--- src/rtl/dmem_if.sv ---
// Data-memory arbitration bus. It groups the CPU port, the debug/loader port,
// the RAM port and the conflict counter between the arbiter and its neighbours.
interface dmem_if;
    logic        cpu_req;
    logic        cpu_we;
    logic [31:0] cpu_addr;
    logic [31:0] cpu_wdata;
    logic [31:0] cpu_rdata;
    logic        cpu_stall;

    logic        dbg_req;
    logic        dbg_we;
    logic [31:0] dbg_addr;
    logic [31:0] dbg_wdata;
    logic        dbg_gnt;
    logic [31:0] dbg_rdata;
    logic        dbg_rvalid;

    logic        mem_we;
    logic [31:0] mem_addr;
    logic [31:0] mem_wdata;
    logic [31:0] mem_rdata;

    logic [15:0] conflict_cnt;

    // Arbiter side of the bus
    modport slave (
        input  cpu_req, cpu_we, cpu_addr, cpu_wdata,
        input  dbg_req, dbg_we, dbg_addr, dbg_wdata,
        input  mem_rdata,
        output cpu_rdata, cpu_stall,
        output dbg_gnt, dbg_rdata, dbg_rvalid,
        output mem_we, mem_addr, mem_wdata,
        output conflict_cnt
    );

    // Requester / memory side of the bus
    modport master (
        output cpu_req, cpu_we, cpu_addr, cpu_wdata,
        output dbg_req, dbg_we, dbg_addr, dbg_wdata,
        output mem_rdata,
        input  cpu_rdata, cpu_stall,
        input  dbg_gnt, dbg_rdata, dbg_rvalid,
        input  mem_we, mem_addr, mem_wdata,
        input  conflict_cnt
    );
endinterface

--- src/rtl/dmem_arbiter.sv ---
// Two-port data-memory arbiter. The debug/loader port wins a conflict with
// the CPU unless the CPU has already been stalled STARVE_LIMIT consecutive
// cycles, in which case the CPU wins once and the debug request stays pending.
// The grant is combinational; the debug read data returns one cycle later.
module dmem_arbiter #(
    parameter logic [3:0] STARVE_LIMIT = 4'd3
) (
    input  logic   clk,
    input  logic   reset,
    dmem_if.slave  bus
);

    logic        cpu_gnt_s;
    logic        dbg_gnt_s;
    logic        cpu_stall_s;
    logic        both_req_s;
    logic [3:0]  stall_cnt_r;
    logic [15:0] conflict_cnt_r;
    logic        dbg_rvalid_r;
    logic [31:0] dbg_rdata_r;

    assign both_req_s = bus.cpu_req & bus.dbg_req;

    // Per-cycle ownership decision; reset forces no owner at all
    always_comb begin
        cpu_gnt_s = 1'b0;
        dbg_gnt_s = 1'b0;
        if (!reset) begin
            cpu_gnt_s = 1'b0;
            dbg_gnt_s = 1'b0;
        end else if (both_req_s) begin
            // A counter at (or somehow beyond) the limit always hands the slot to the CPU
            if (stall_cnt_r >= STARVE_LIMIT) begin
                cpu_gnt_s = 1'b1;
            end else begin
                dbg_gnt_s = 1'b1;
            end
        end else if (bus.cpu_req) begin
            cpu_gnt_s = 1'b1;
        end else if (bus.dbg_req) begin
            dbg_gnt_s = 1'b1;
        end else begin
            cpu_gnt_s = 1'b0;
            dbg_gnt_s = 1'b0;
        end
    end

    assign cpu_stall_s = reset & bus.cpu_req & ~cpu_gnt_s;

    // Route the owner's access onto the RAM port; idle bus is driven to zero
    always_comb begin
        bus.mem_we    = 1'b0;
        bus.mem_addr  = 32'h0000_0000;
        bus.mem_wdata = 32'h0000_0000;
        bus.cpu_rdata = 32'h0000_0000;
        case ({cpu_gnt_s, dbg_gnt_s})
            2'b10: begin
                bus.mem_we    = bus.cpu_we;
                bus.mem_addr  = bus.cpu_addr;
                bus.mem_wdata = bus.cpu_wdata;
                bus.cpu_rdata = bus.mem_rdata;
            end
            2'b01: begin
                bus.mem_we    = bus.dbg_we;
                bus.mem_addr  = bus.dbg_addr;
                bus.mem_wdata = bus.dbg_wdata;
            end
            default: begin
                bus.mem_we    = 1'b0;
                bus.mem_addr  = 32'h0000_0000;
                bus.mem_wdata = 32'h0000_0000;
                bus.cpu_rdata = 32'h0000_0000;
            end
        endcase
    end

    // Consecutive CPU stall cycles; any cycle the CPU is not stalled restarts the count
    always_ff @(posedge clk) begin
        if (!reset) begin
            stall_cnt_r <= 4'd0;
        end else if (cpu_stall_s) begin
            stall_cnt_r <= stall_cnt_r + 4'd1;
        end else begin
            stall_cnt_r <= 4'd0;
        end
    end

    // Saturating count of cycles in which both ports requested
    always_ff @(posedge clk) begin
        if (!reset) begin
            conflict_cnt_r <= 16'h0000;
        end else if (both_req_s && (conflict_cnt_r != 16'hFFFF)) begin
            conflict_cnt_r <= conflict_cnt_r + 16'h0001;
        end else begin
            conflict_cnt_r <= conflict_cnt_r;
        end
    end

    // Capture RAM data at the edge of a granted debug read; data holds otherwise
    always_ff @(posedge clk) begin
        if (!reset) begin
            dbg_rvalid_r <= 1'b0;
            dbg_rdata_r  <= 32'h0000_0000;
        end else if (dbg_gnt_s && !bus.dbg_we) begin
            dbg_rvalid_r <= 1'b1;
            dbg_rdata_r  <= bus.mem_rdata;
        end else begin
            dbg_rvalid_r <= 1'b0;
            dbg_rdata_r  <= dbg_rdata_r;
        end
    end

    assign bus.cpu_stall    = cpu_stall_s;
    assign bus.dbg_gnt      = dbg_gnt_s;
    assign bus.dbg_rvalid   = dbg_rvalid_r;
    assign bus.dbg_rdata    = dbg_rdata_r;
    assign bus.conflict_cnt = conflict_cnt_r;

endmodule

--- src/flat_wrapper.sv ---
// flat-port wrapper written by rule: the top's interface ports become plain ports
module dmem_arbiter_flat 
#(
    parameter logic [3:0] STARVE_LIMIT = 4'd3
)
  (clk, reset, bus_cpu_req, bus_cpu_we, bus_cpu_addr, bus_cpu_wdata, bus_dbg_req, bus_dbg_we, bus_dbg_addr, bus_dbg_wdata, bus_mem_rdata, bus_cpu_rdata, bus_cpu_stall, bus_dbg_gnt, bus_dbg_rdata, bus_dbg_rvalid, bus_mem_we, bus_mem_addr, bus_mem_wdata, bus_conflict_cnt);
  dmem_if bus_i ();
  input  logic clk;
  input  logic reset;
  input wire logic [$bits(bus_i.cpu_req)-1:0] bus_cpu_req;
  input wire logic [$bits(bus_i.cpu_we)-1:0] bus_cpu_we;
  input wire logic [$bits(bus_i.cpu_addr)-1:0] bus_cpu_addr;
  input wire logic [$bits(bus_i.cpu_wdata)-1:0] bus_cpu_wdata;
  input wire logic [$bits(bus_i.dbg_req)-1:0] bus_dbg_req;
  input wire logic [$bits(bus_i.dbg_we)-1:0] bus_dbg_we;
  input wire logic [$bits(bus_i.dbg_addr)-1:0] bus_dbg_addr;
  input wire logic [$bits(bus_i.dbg_wdata)-1:0] bus_dbg_wdata;
  input wire logic [$bits(bus_i.mem_rdata)-1:0] bus_mem_rdata;
  output wire logic [$bits(bus_i.cpu_rdata)-1:0] bus_cpu_rdata;
  output wire logic [$bits(bus_i.cpu_stall)-1:0] bus_cpu_stall;
  output wire logic [$bits(bus_i.dbg_gnt)-1:0] bus_dbg_gnt;
  output wire logic [$bits(bus_i.dbg_rdata)-1:0] bus_dbg_rdata;
  output wire logic [$bits(bus_i.dbg_rvalid)-1:0] bus_dbg_rvalid;
  output wire logic [$bits(bus_i.mem_we)-1:0] bus_mem_we;
  output wire logic [$bits(bus_i.mem_addr)-1:0] bus_mem_addr;
  output wire logic [$bits(bus_i.mem_wdata)-1:0] bus_mem_wdata;
  output wire logic [$bits(bus_i.conflict_cnt)-1:0] bus_conflict_cnt;
  assign bus_i.cpu_req = bus_cpu_req;
  assign bus_i.cpu_we = bus_cpu_we;
  assign bus_i.cpu_addr = bus_cpu_addr;
  assign bus_i.cpu_wdata = bus_cpu_wdata;
  assign bus_i.dbg_req = bus_dbg_req;
  assign bus_i.dbg_we = bus_dbg_we;
  assign bus_i.dbg_addr = bus_dbg_addr;
  assign bus_i.dbg_wdata = bus_dbg_wdata;
  assign bus_i.mem_rdata = bus_mem_rdata;
  assign bus_cpu_rdata = bus_i.cpu_rdata;
  assign bus_cpu_stall = bus_i.cpu_stall;
  assign bus_dbg_gnt = bus_i.dbg_gnt;
  assign bus_dbg_rdata = bus_i.dbg_rdata;
  assign bus_dbg_rvalid = bus_i.dbg_rvalid;
  assign bus_mem_we = bus_i.mem_we;
  assign bus_mem_addr = bus_i.mem_addr;
  assign bus_mem_wdata = bus_i.mem_wdata;
  assign bus_conflict_cnt = bus_i.conflict_cnt;
  dmem_arbiter #(.STARVE_LIMIT(STARVE_LIMIT)) u_core (.clk(clk), .reset(reset), .bus(bus_i));
endmodule
--- config.mk ---
export PLATFORM = sky130hd
export DESIGN_NAME = dmem_arbiter_flat
export DESIGN_NICKNAME = d
export VERILOG_FILES = /design/src/rtl/dmem_if.sv /design/src/rtl/dmem_arbiter.sv /design/src/flat_wrapper.sv
export SDC_FILE = /design/constraint.sdc
export NUM_CORES = 1
export LEC_CHECK = 0
export CORE_AREA = 2 2 123 125
export CTS_BUF_LIST = sky130_fd_sc_hd__clkbuf_16
export DETAILED_ROUTE_END_ITERATION = 12
export DIE_AREA = 0 0 125 127
export PLACE_DENSITY_LB_ADDON = 0.2
export SYNTH_ARGS = -nofsm -noshare
export SYNTH_HDL_FRONTEND = slang
export SYNTH_SLANG_ARGS = --single-unit
--- constraint.sdc ---
create_clock -name clk -period 3.4 [get_ports clk]
set_input_delay 0.68 -clock clk [delete_from_list [all_inputs] [get_ports clk]]
set_output_delay 0.68 -clock clk [all_outputs]
set_load 0.1 [all_outputs]
Yosys cells after proc, flatten, opt, wreduce, memory -nomap -nowiden
Cells that the tools add are included.
- output and inout port bits: 148
- register bits after elaboration: 53
- word-level logic and storage cells: 32
- bitwise logic cells: 4
- reduce and logical (&&, ||, !) cells: 4
- eq/ne operators: 3
- mux-type cells: 14
- $lt $le $gt $ge: 1
- $add $sub $neg: 2
- operators with widths (cell ; count):
    $pmux W32 S2 ; 2
    $mux W32 ; 1
    $add A16 B1 Y16 const B ; 1
    $ne A16 B16 Y1 const B ; 1
    $mux W1 ; 10
    $add A4 B1 Y4 const B ; 1
    $ge A4 B2 Y1 const B ; 1
    $and A1 B1 Y1 ; 3
    $eq A2 B1 Y1 const B ; 1
    $eq A2 B2 Y1 const B ; 1
    $logic_and A1 B1 Y1 ; 2
    $pmux W1 S2 ; 1
    $reduce_and A2 Y1 ; 1
    $logic_not A1 Y1 ; 1
    $not A1 Y1 ; 1

Logic depth before layout (Yosys ltp)
Gate-level depths: netlist of run 1.
- word-level depth: 7
- mapped depth: 11
- depth with buffers taken out: 8

Least setup slack after synthesis of run 1
Ideal clock, no wire load.
- path type: input to output
- from: input port reset
- to: output port bus_mem_addr[0]
- arrival: 4866 ps
- path buffers: 3
- setup slack: -2146 ps
- cell stages on the path: 8
- path through: clkbuf_1 -> nand2_1 -> a21oi_1 -> ha_1 -> clkbuf_1 -> buf_1 -> a22oi_1 -> nor2_1
- word-level cells in the longest chain between the ends: 3
- elaborated cells between the ends (all ways): 5
- those cells by class: 2 x eq/ne; 3 x mux
- ends and longest elaborated chain (what ; RTL line ; source):
    start: declaration ; flat_wrapper.sv:9 ; input logic reset;
    $mux W1 (*) ; dmem_arbiter.sv:28 ; if (!reset) begin
    named net bus_dbg_gnt ; flat_wrapper.sv:21 ; output wire logic [$bits(bus_i.dbg_gnt)-1:0] bus_dbg_gnt;
    $eq A2 B1 Y1 or $eq A2 B2 Y1 (tied branches) ; dmem_arbiter.sv:56 ; case ({cpu_gnt_s, dbg_gnt_s})
    $pmux W32 S2 (*) ; dmem_arbiter.sv:56 ;
    end: declaration ; flat_wrapper.sv:25 ; output wire logic [$bits(bus_i.mem_addr)-1:0] bus_mem_addr;
Mark *: on every way through the listed nets, which the timed path passes. The rest lies on a longest branch.

Final worst setup path of run 1
- from: input port reset
- to: output port bus_mem_addr[16]
- word-level cells in the longest chain between the ends: 3
- elaborated cells between the ends (all ways): 5
- those cells by class: 2 x eq/ne; 3 x mux
- ends and longest elaborated chain (what ; RTL line):
    $mux W1 ; dmem_arbiter.sv:28
    $eq A2 B1 Y1 or $eq A2 B2 Y1 (tied branches) ; dmem_arbiter.sv:56
    $pmux W32 S2 (*) ; dmem_arbiter.sv:56
Mark *: on every way between the ends. The rest lies on a longest branch, timed or not.

==> impl_metrics.ini, run 1 <==
[min_path]
min_delay_path_depth = 1
hp-class = reg2reg
hold_start = u_core.stall_cnt_r[0]

[outcome]
status = completed

[timing]
hold_viol = 0
skew_ns = 0.00653
fmax_ghz = 0.302
worst_pin_slew_ns = 0.998
finalCritPeriodShare_pct = 97.3
drv_slew = 0
fin_setup_tns_ns = 0
rsz0062_at_grt = false
worst_slack_ns = 0.0929
setup_viol = 0
relSlewSlack_pct = 33.3
period_needed_ns = 3.31

[route]
drc = 0
routed_wl_microns = 16000
vias_per_cell = 4.77
drtAntennaViolNets = 0
detail_route.iter0.violations = 152
vias = 4418
dr.pass1.iters = 4
wl_per_cell_microns = 17.3

[synth]
synth_cell_types = 39
synthTopCellsByArea = dfxtp_1, a22oi_1, nand2_1, nor2_1, and2_1
syn_area_per_cell_sq_um = 7.19
yosysWarnings = 0
synth_top_area_share_pct = 33.2
synthFlopType = dfxtp_1
yosys.area.top_type = dfxtp_1
netlist_area_sq_um = 3190
ys_seq_elements = 53
ys_seq_area_share_pct = 33.2
synthArstFlopShare_pct = 0
netlist_instances = 444
synth_edf_count = 0

[layout]
syn2layout_area_growth_pct = 160
nFillCells = 1229
antenna_cells = 0
multi_input_area_sq_um = 2610
layout.cells.non_filler = 926
layout.nets = 912
layout_commonest_cell = clkdlybuf4s50_1
final_cell_mix = clkdlybuf4s50_1, buf_12, nand2_1
seq_area_sq_um = 1060
drive_gt1_share_pct = 36.1

[global_route]
grt_first_pass_wirelength_microns = 24700
grt_overflow = 0
grt_max_degree = 66
grtUsageTotal_pct = 19.3
first_global_vias = 4416
antenna_found_initial = 0

[worst_setup_path]
r2r_cells = 6
cp-start-kind = input port
crit_path_end_kind = primary output
required_ns = 2.72
worstPathMaxFanout = 34
cp-startpoint = reset
path_class = in2out
r2r_start = u_core.stall_cnt_r[0]
crit_arrival_ns = 2.63

[power_and_ir_drop]
ir_drop_mv = 0.268
p_per_area_nw_per_um2 = 282
power_mw = 2.35
p_leak_nw = 2.91

[clock_tree]
cts_buffer_depth = 2
worstSkewPairLatency_ns = 0.29
cts-root-buf = clkbuf_16
numCtsBuffers = 5
ctsHoldBuffers = 0
tritoncts = yes
clock_sinks = 53
htreeDepth = 2
cts_setup_buffers = 0
cts.clk_slew.worst_paths_ns = 0.07

[floorplanning]
coreArea_sq_um = 14400
ioPinCount = 314
std_cell_rows = 44
die_h_microns = 127
start_util_pct = 22.1
dieWidth_microns = 125
dieArea_sq_um = 15900

[flow_run]
maxCapViolations = 0

[place]
gp_congestion = 0.916
placed_cells = 919
preCtsSetupSlack_ns = 0.102
io_buffers = 313
dp_hpwl_microns = 13100
[registers in the layout (all words and copies together) (netlist names)]
register	count
u_core.bus.dbg_rdata	32
u_core.bus.conflict_cnt	16
u_core.stall_cnt_r	4
u_core.bus.dbg_rvalid	1
[kinds of logic after synthesis]
| group | share of synthesized area, % |
|---|---|
| simple gates | 32.3 |
| compound gates | 25.8 |
| flops | 33.2 |
| buf+inv | 6.39 |
| fa+ha+maj | 1.57 |
| mux | 0.627 |
| other cells | 0.117 |
[synth_stat cells (3+ instances only)]
library cell,n
and2_1,33
inv_1,6
buf_6,4
a21oi_1,11
o21ai_1,32
nand2_1,74
clkbuf_1,26
o31ai_1,4
nor3_1,5
nor2_1,68
nand4_1,6
or4_1,3
nand3_1,7
or3_1,6
buf_1,5
ha_1,4
a22oi_1,65
dfxtp_1,53
o21ai_0,5
[critical path, cell delays in order]
cell             delay, ns
clkdlybuf4s50_1       0.56
nand2_2               0.12
a21oi_4               0.22
inv_1                 0.11
ha_4                  0.20
buf_12                0.17
a22oi_1               0.29
nor2_4                0.08
buf_12                0.17
[report_power, final]
part,internal (mW),switching [mW],total [mW]
Combinational,0.466,0.736,1.20
Sequential,0.641,0.0119,0.653
Clock,0.267,0.226,0.493
Total,1.37,0.973,2.35
[layer usage]
layer,GRT usage (%),share of wire [%],vias to the layer above
met3,4.69,7.9,10
met2,35.7,52,232
li1,-,-,2148
met4,3.66,1.1,0
met5,0,0,-
met1,22.8,39,2028
[cell type report]
| type | instances | area share (%) |
|---|---|---|
| timing repair buffer | 328 | 51.2 |
| sequential | 53 | 12.8 |
| clock buffer | 5 | 1.51 |
| multi-input combinational | 348 | 31.4 |
| clock inverter | 2 | 0.135 |
| inverter | 6 | 0.271 |
| tap | 184 | 2.77 |
[timing repair]
action	4_1_cts	5_1_grt
hold endpoints to repair	0	0
gates resized for setup	0	1
setup endpoints to repair	0	1
[through the flow]
| stage | util [%] | instance area [sq um] | hold WS (ns) |
|---|---|---|---|
| after floorplan | - | 3980 | 0.398 |
| after global placement | 56.7 | 8170 | 0.410 |
| after detailed placement | 56.7 | 8170 | 0.431 |
| after CTS | 57.6 | 8310 | 0.441 |
| after global routing | 57.6 | 8310 | 0.443 |
| final | 57.6 | 8310 | 0.434 |
[final timing paths]
check                            endpoint  slack (ns)
hold reg to reg     u_core.stall_cnt_r[0]        0.43
setup reg to reg  u_core.bus.dbg_rdata[2]        1.32
setup / recovery         bus_mem_addr[16]        0.09
hold / removal      u_core.stall_cnt_r[0]        0.43
Power figures use the tool's default switching activity.
==> run 2, diff against run 1 <==
--- a/config.mk
+++ b/config.mk
@@ -5,10 +5,11 @@
 export SDC_FILE = /design/constraint.sdc
 export NUM_CORES = 1
 export LEC_CHECK = 0
-export CORE_AREA = 2 2 123 125
+export CELL_PAD_IN_SITES_DETAIL_PLACEMENT = 1
+export CELL_PAD_IN_SITES_GLOBAL_PLACEMENT = 2
+export CORE_UTILIZATION = 14
 export CTS_BUF_LIST = sky130_fd_sc_hd__clkbuf_16
 export DETAILED_ROUTE_END_ITERATION = 12
-export DIE_AREA = 0 0 125 127
 export PLACE_DENSITY_LB_ADDON = 0.2
 export SYNTH_ARGS = -nofsm -noshare
 export SYNTH_HDL_FRONTEND = slang
==> impl_metrics.ini, run 2 (same netlist as run 1, synthesis figures left out) <==
[outcome]
status = completed

[route]
wl_per_cell_microns = 17.4
detail_route.iter0.violations = 147
routed_wl_microns = 17800
drtAntennaViolNets = 0
vias_per_cell = 4.33
vias = 4440
drc = 0
dr.pass1.iters = 4

[min_path]
hp-class = reg2reg
holdPathEnd = u_core.stall_cnt_r[0]
min_delay_path_depth = 1
hold_start = u_core.stall_cnt_r[0]

[layout]
antenna_cells = 0
layout_commonest_cell = clkdlybuf4s50_1
syn2layout_area_growth_pct = 168
fin_area_sq_um = 8550
largest_register_ffs = 32
layout.nets = 914
drive_gt1_share_pct = 39.6
nFillCells = 2455
final_cell_mix = clkdlybuf4s50_1, buf_12, nand2_1

[timing]
fmax_ghz = 0.299
fin_setup_tns_ns = 0
setup_viol = 0
relSlewSlack_pct = 32.5
period_needed_ns = 3.34
worst_pin_slew_ns = 1.01
worst_slack_ns = 0.0551
hold_viol = 0
skew_ns = 0.00666
holdWs_ns = 0.424
rsz0062_at_grt = true
drv_slew = 0
finalCritPeriodShare_pct = 98.4

[global_route]
first_global_vias = 4889
grt_max_degree = 66
antenna_found_initial = 1
grtUsageTotal_pct = 15.1
grt_overflow = 0
grt_first_pass_wirelength_microns = 28200

[place]
preCtsSetupSlack_ns = -0.0182
dp_hpwl_microns = 14500
io_buffers = 313
dpl-instance-area_sq_um = 8270
gp_congestion = 0.779

[clock_tree]
ctsHoldBuffers = 0
numCtsBuffers = 5
cts.clk_slew.worst_paths_ns = 0.07
clock_sinks = 53
worstSkewPairLatency_ns = 0.29
cts-root-buf = clkbuf_16
tritoncts = yes
cts_buffer_depth = 2
htreeDepth = 2

[floorplanning]
dieArea_sq_um = 23400
dieWidth_microns = 153
ioPinCount = 314
die_h_microns = 153
std_cell_rows = 54
start_util_pct = 14.5
coreArea_sq_um = 22100

[worst_setup_path]
r2r_cells = 6
cp-start-kind = input port
worstPathMaxFanout = 24
ff2ff_setup_slack_ns = 1.33
required_ns = 2.72
crit_path_end_kind = primary output
r2r_start = u_core.stall_cnt_r[0]
r2r-end = u_core.bus.dbg_rdata[19]
crit_arrival_ns = 2.66
path_class = in2out

[flow_run]
maxCapViolations = 0

[power_and_ir_drop]
p_per_area_nw_per_um2 = 286
p_leak_nw = 2.96
ir_drop_mv = 0.179
run 2: cell count changes in the layout (fill, tap and decap cells not counted), sizes merged:
cell	change
buf	+7
bufinv	+1
clkdlybuf4s50	-6
clkinvlp	-1
dlymetal6s2s	+1
inv	+1
run 2: layout make-up:
| type | count | area (sq um) | share of cell area [%] |
|---|---|---|---|
| multi-input cells | 348 | 2710 | 31.7 |
| repair buffers | 330 | 4240 | 49.6 |
| flip-flops and latches | 53 | 1060 | 12.4 |
| inverters | 6 | 22.5 | 0.264 |
| clock buffers | 5 | 125 | 1.46 |
| clock inverters | 3 | 37.5 | 0.439 |
| well taps | 280 | 350 | 4.10 |
run 2: worst max-delay path by stage:
stage	from	endpoint	slack, ns	cells past startpoint
6_report	bus_dbg_req	bus_mem_wdata[23]	0.06	9
5_1_grt	bus_dbg_req	bus_mem_wdata[23]	-0.03	9
4_1_cts	bus_cpu_req	bus_cpu_rdata[20]	0.0008	7
3_5_place_dp	bus_dbg_req	bus_mem_addr[15]	-0.02	9
3_3_place_gp	bus_dbg_req	bus_mem_addr[15]	0.03	9
2_1_floorplan	reset	bus_cpu_rdata[0]	-0.02	9
run 2: critical path, stage by stage:
cell,delay (ns)
clkdlybuf4s50_1,0.56
nand2_2,0.12
a21oi_4,0.23
inv_1,0.11
ha_4,0.25
buf_12,0.18
a22oi_1,0.28
nor2_4,0.08
buf_12,0.17
run 2: per-stage QoR:
stage / total power, mW / instances / util (%)
floorplan: 1.38 / 445 / -
global placement: 1.86 / 1015 / 37.4
detailed placement: 1.87 / 1015 / 37.4
CTS: 2.46 / 1023 / 38.2
global route: 2.54 / 1025 / 38.7
finish: 2.44 / 1025 / 38.7
run 2: routing by layer:
layer | track usage (%) | wire length (microns)
met1 | 18.0 | 7300
met2 | 26.9 | 8930
met3 | 4.05 | 1370
met4 | 2.84 | 177
met5 | 0 | 13
run 2: what timing repair did:
action / 4_1_cts / 5_1_grt
buffers inserted: 0 / 2
gates resized for setup: 1 / 20
endpoints found under the setup margin: 1 / 61
pin swaps: 0 / 0
run 2: power breakdown:
part           internal, mW  leakage (nW)  switching (mW)  total (mW)
logic                 0.466          2.45           0.747        1.21
registers             0.641         0.431          0.0115       0.652
clock network         0.343        0.0826           0.233       0.576
==> run 3, diff against run 2 <==
--- a/config.mk
+++ b/config.mk
@@ -5,6 +5,7 @@
 export SDC_FILE = /design/constraint.sdc
 export NUM_CORES = 1
 export LEC_CHECK = 0
+export ABC_CLOCK_PERIOD_IN_PS = 3400
 export CELL_PAD_IN_SITES_DETAIL_PLACEMENT = 1
 export CELL_PAD_IN_SITES_GLOBAL_PLACEMENT = 2
 export CORE_UTILIZATION = 14
==> results of run 3 <==
No change in the layout: final DEF, timing and power equal those of run 2.
